**src/rtl/tone_decoder.sv**
```systemverilog
`timescale 1ns/1ps
// Tone period decoder: synchronises a square-wave pin, measures rising-edge spacing and maps it
// onto the 13-note beep table, with an LOCK_N-period debounce and a silence timeout.
module tone_decoder #(
    parameter int unsigned TOL     = 256,
    parameter int unsigned LOCK_N  = 4,
    parameter int unsigned TIMEOUT = 131071,
    // Note periods, code 13 in the MSBs down to code 1 in the LSBs, 17 bits each.
    parameter logic [220:0] PER_TAB = {
        17'd29862, 17'd31638, 17'd33522, 17'd35514, 17'd37626, 17'd39862, 17'd42234,
        17'd44742, 17'd47402, 17'd50222, 17'd53210, 17'd56374, 17'd59726
    }
) (
    input  logic        clk_125mhz,
    input  logic        reset,
    input  logic        tone_in,
    output logic [7:0]  note,
    output logic        valid,
    output logic        change,
    output logic [16:0] period
);

    localparam int unsigned PW    = 17;
    localparam int unsigned NOTES = 13;

    localparam logic [16:0] CNT_MAX   = 17'h1FFFF;
    localparam logic [16:0] TIMEOUT_V = 17'(TIMEOUT);
    localparam logic [3:0]  LOCK_V    = 4'(LOCK_N);
    localparam logic [17:0] TOL_V     = 18'(TOL);

    typedef enum logic [0:0] {
        ST_IDLE  = 1'b0,
        ST_TRACK = 1'b1
    } state_t;

    // Table lookup; the tolerance is below half the smallest gap, so at most one entry matches.
    function automatic logic [7:0] classify(input logic [16:0] p);
        logic [7:0]  code;
        logic [16:0] ref_p;
        logic [17:0] diff;
        code = 8'd0;
        for (int i = 0; i < int'(NOTES); i++) begin
            ref_p = PER_TAB[i*PW +: PW];
            diff  = (p >= ref_p) ? {1'b0, p - ref_p} : {1'b0, ref_p - p};
            code  = (diff <= TOL_V) ? 8'(i + 1) : code;
        end
        return code;
    endfunction

    state_t      state_q, state_d;
    logic [2:0]  sync_q, sync_d;
    logic [16:0] cnt_q, cnt_d;
    logic [16:0] period_q, period_d;
    logic [7:0]  note_q, note_d;
    logic [7:0]  cand_q, cand_d;
    logic [3:0]  run_q, run_d;
    logic        change_q, change_d;
    logic        valid_q, valid_d;

    logic        rise_s;
    logic [7:0]  meas_code_s;
    logic [3:0]  run_inc_s;

    // Next-state: edge detect, period counter, lock/debounce and timeout handling.
    always_comb begin
        sync_d      = {sync_q[1:0], tone_in};
        rise_s      = sync_q[1] & ~sync_q[2];
        meas_code_s = classify(cnt_q);
        run_inc_s   = (run_q >= LOCK_V) ? LOCK_V : run_q + 4'd1;

        state_d  = state_q;
        period_d = period_q;
        note_d   = note_q;
        cand_d   = cand_q;
        run_d    = run_q;
        change_d = 1'b0;

        if (rise_s) begin
            cnt_d = 17'd1;
        end else if (cnt_q == CNT_MAX) begin
            cnt_d = cnt_q;
        end else begin
            cnt_d = cnt_q + 17'd1;
        end

        // A rise takes priority over a timeout landing in the same cycle.
        if (rise_s) begin
            case (state_q)
                ST_IDLE: begin
                    state_d = ST_TRACK;
                end
                ST_TRACK: begin
                    period_d = cnt_q;
                    if (meas_code_s == cand_q) begin
                        run_d = run_inc_s;
                    end else begin
                        cand_d = meas_code_s;
                        run_d  = 4'd1;
                    end
                    if ((run_d == LOCK_V) && (cand_d != note_q)) begin
                        note_d   = cand_d;
                        change_d = 1'b1;
                    end else begin
                        note_d   = note_q;
                        change_d = 1'b0;
                    end
                end
                default: begin
                    state_d = ST_IDLE;
                end
            endcase
        end else if (cnt_q == TIMEOUT_V) begin
            state_d  = ST_IDLE;
            note_d   = 8'd0;
            cand_d   = 8'd0;
            run_d    = 4'd0;
            change_d = (note_q != 8'd0);
        end else begin
            state_d = state_q;
        end

        valid_d = (note_d != 8'd0);
    end

    // State and output registers, all cleared by the asynchronous reset.
    always_ff @(posedge clk_125mhz or posedge reset) begin
        if (reset) begin
            state_q  <= ST_IDLE;
            sync_q   <= 3'b000;
            cnt_q    <= 17'd0;
            period_q <= 17'd0;
            note_q   <= 8'd0;
            cand_q   <= 8'd0;
            run_q    <= 4'd0;
            change_q <= 1'b0;
            valid_q  <= 1'b0;
        end else begin
            state_q  <= state_d;
            sync_q   <= sync_d;
            cnt_q    <= cnt_d;
            period_q <= period_d;
            note_q   <= note_d;
            cand_q   <= cand_d;
            run_q    <= run_d;
            change_q <= change_d;
            valid_q  <= valid_d;
        end
    end

    assign note   = note_q;
    assign valid  = valid_q;
    assign change = change_q;
    assign period = period_q;

endmodule
```
**config.mk**
```make
export PLATFORM = sky130hd
export DESIGN_NAME = tone_decoder
export DESIGN_NICKNAME = d
export VERILOG_FILES = /design/src/rtl/tone_decoder.sv
export SDC_FILE = /design/constraint.sdc
export NUM_CORES = 1
export LEC_CHECK = 0
export ABC_CLOCK_PERIOD_IN_PS = 5300
export CORE_UTILIZATION = 45
export CTS_CLUSTER_SIZE = 20
export DETAILED_ROUTE_END_ITERATION = 8
export PLACE_DENSITY = 0.62
export SLEW_MARGIN = 15
export SYNTH_ARGS = -nofsm -noshare
export SYNTH_HDL_FRONTEND = slang
export SYNTH_SLANG_ARGS = --single-unit
```
**constraint.sdc**
```tcl
create_clock -name clk_125mhz -period 5.3 [get_ports clk_125mhz]
set_input_delay 0.795 -clock clk_125mhz [delete_from_list [all_inputs] [get_ports clk_125mhz]]
set_output_delay 0.795 -clock clk_125mhz [all_outputs]
set_load 0.02 [all_outputs]
```
==> flow_metrics.py <==
metrics = {
    "logic_synthesis": {
        "yosysTopAreaCell": "dfrtp_1",
        "syn_area_per_cell_um2": 7.01,
        "netlist_area_um2": 11100,
        "synthCells": 1588,
        "syn_nets": 1601,
        "synth_common_cells": "nand2_1, o21ai_0, a21oi_1",
        "ys_seq_elements": 60,
        "synthArstFlopShare": 1.00,
        "yosysMostFrequentCell": "nand2_1",
        "yosys_warnings": 0,
        "yosysSeqAreaShare": 0.135,
        "ys.flop_type": "dfrtp_1",
        "synth_area_leaders": "dfrtp_1, xnor2_1, o21ai_0",
        "synth-edff-count": 0,
        "yosysTopAreaCellShare": 0.135,
        "ys_types": 108,
    },
    "setup_path": {
        "crit_family": "simple AND/OR/NAND/NOR gates",
        "critPathCaptureType": "register",
        "cpMaxStageDelayCell": "or4_4",
        "crit_buf_inv": 3,
        "r2r_start": "cnt_q[10]",
        "critPathMaxFanout": 19,
        "worstSetupPathType": "reg -> reg",
        "max_stage_delay_ps": 580,
        "start_kind": "register",
        "crit_start": "cnt_q[10]",
        "path_cells": "buf_12, buf_12, nor2b_1, buf_4, nand3_1, o21ai_1, a21oi_2, nor4_1, a41o_1, nand3_1, o31ai_1, and4bb_2, xnor2_1, or4_4, or4_4, mux2_4",
        "crit_arrival_ps": 5390,
        "required_ps": 5510,
    },
    "sta": {
        "rsz0062_at_grt": "no",
        "setup_viol": 0,
        "skew_ps": 6.08,
        "finalHoldViolations": 0,
        "max_slew_margin": 0.450,
        "tightest_slew_ps": 822,
        "finalCritPeriodShare": 0.978,
        "final-max-slew-violation-count": 0,
        "final.min_clock_period_ps": 5180,
        "clock.fmax_ghz": 0.193,
    },
    "placement": {
        "portBuffers": 29,
        "gp_congestion": 1.11,
        "dp.cells": 2019,
        "detailed_place_hpwl_um": 46800,
    },
    "detailed_routing": {
        "dr.max_layer_used": "met5",
        "antenna_left": 0,
        "route.layer.met1.wl_um": 22800,
        "drc": 0,
        "num_vias": 14500,
        "firstDrtPassIters": 5,
        "wl_um": 60600,
        "drt_iter0_markers": 2495,
        "met3_length_um": 8140,
        "dr_wl_met2_um": 24900,
        "vias_per_cell": 7.13,
        "avgRoutedWirePerCell_um": 29.8,
    },
    "global_routing": {
        "first_global_vias": 13500,
        "grt-ovfl-total": 0,
        "antenna_found_initial": 1,
        "grt_pass1_wl_um": 89200,
        "grt_max_degree": 61,
        "track_usage": 0.471,
    },
    "die": {
        "core_region_area_um2": 24200,
        "io_pins": 30,
        "dieArea_um2": 25400,
        "die_y_um": 159,
        "die_width_um": 159,
        "rows": 57,
        "start_util": 0.459,
    },
    "finish": {
        "fillCellCount": 2486,
        "drive_above_1_share": 0.198,
        "layout.nets": 1719,
        "fin_cells": 2036,
        "fin_util": 0.546,
        "areaGrowthSynthToFinish_pct": 19.0,
    },
    "status": {
        "status": "completed",
    },
    "clock_tree": {
        "cts_setup_buffers": 0,
        "cts_tree": "done",
        "clk_path_buf_depth": 2,
        "cts_buffers": 9,
        "htreeDepth": 3,
        "clock-root-buffer": "clkbuf_16",
        "clk_pin_slew_worst_paths_ps": 50,
        "clk_latency_ps": 330,
        "clkSinkCount": 60,
    },
    "power_and_ir_drop": {
        "powerDensity_nw_per_um2": 192,
        "peakVddDrop_v": 0.000436,
        "p_leak_nw": 4.97,
    },
    "flow_run": {
        "cap_viol_max_count": 0,
    },
    "hold_path": {
        "hp-class": "reg -> reg",
        "min_from": "sync_q[0]",
    },
}
where the power goes:
group	total [mW]	leakage [nW]	switching (mW)	internal [mW]
Combinational	1.42	4.03	0.943	0.480
Clock	0.579	0.147	0.203	0.376
Sequential	0.546	0.793	0.0540	0.492
path summary, 6_finish.rpt:
check	slack, ps	cells after the start	to
worst max-delay path	120	16	valid
worst min-delay path	350	0	sync_q[1]
worst max register to register	120	16	valid
worst min register to register	350	0	sync_q[1]
max in group asynchronous	3710	3	cnt_q[12]
min in group asynchronous	1030	3	cnt_q[16]
sequential cells by signal (all words and copies together) (netlist names):
register and cells:
run_q 4, sync_q 3, cand_q 8, change 1
state_q 1, note 8, period 17, valid 1
cnt_q 17
worst register-to-register path, delay by kind of cell (launching register included):
kind	cells	cell delay [ps]
xor gates and xnor gates	1	130
DFF	1	530
muxes	1	320
buffers and inverters	3	630
and+or+nand+nor	7	2450
AOI/OAI and AO/OA	4	1000
stage by stage:
| step | cell area [µm²] | setup TNS, ps | hold WS (ps) | total power [mW] | setup slack (ps) |
|---|---|---|---|---|---|
| 5_1_grt | 13200 | 0 | 358 | 2.61 | 70.6 |
| 6_report | 13200 | 0 | 353 | 2.55 | 119 |
| 3_5_place_dp | 12900 | -1980 | 345 | 1.89 | -267 |
| 4_1_cts | 13200 | 0 | 355 | 2.47 | 85.3 |
| 2_1_floorplan | 11100 | 0 | 331 | 1.33 | 257 |
| 3_3_place_gp | 12900 | -1310 | 341 | 1.88 | -198 |
cell usage in the layout (no fill, tap or decap), types with 17 or more instances in the layout:
cell / instances
dfrtp_1: 49
a211oi_1: 17
and3_1: 24
nor4_1: 21
and2_1: 21
nand2_1: 135
nor2_1: 122
nand4_1: 22
o21ai_0: 127
a21oi_1: 124
nand3_1: 55
nor3_1: 65
clkdlybuf4s50_1: 29
inv_1: 20
mux2i_1: 22
o31ai_1: 25
buf_4: 233
a31oi_1: 36
o211ai_1: 31
xnor2_1: 109
cell type report:
cell class                 count  area (µm²)  area share
sequential                    60        1520       0.115
antenna                        1        2.50    0.000189
multi-input combinational   1338        8680       0.656
clock buffer                  12         246      0.0186
timing repair buffer         272        2240       0.169
tap                          324         405      0.0306
clock inverter                 4        48.8     0.00369
inverter                      25        93.8     0.00709
cells by family after synthesis:
kind of cell | after synthesis | synth area share
adder cells (fa/ha/maj) | 10 | 0.0112
multiplexers | 30 | 0.0282
XOR/XNOR | 120 | 0.0945
flip-flops | 60 | 0.135
buffers and inverters | 190 | 0.0893
AND/OR/NAND/NOR | 604 | 0.291
AO/OA/AOI/OAI | 574 | 0.350
layer usage:
layer / GRT usage / vias to the layer above
met5: 0 / -
met1: 0.598 / 6811
met3: 0.132 / 284
li1: - / 6235
met4: 0.311 / 2
met2: 0.694 / 1175
timing repair:
| action | in CTS | in global routing |
|---|---|---|
| hold buffers | 0 | 0 |
| setup endpoints to repair | 10 | 10 |
| gates resized for setup | 2 | 13 |
| endpoints found under the hold margin | 0 | 0 |
| pin swaps | 0 | 0 |
No activity file was read; power rests on OpenSTA's default activity.
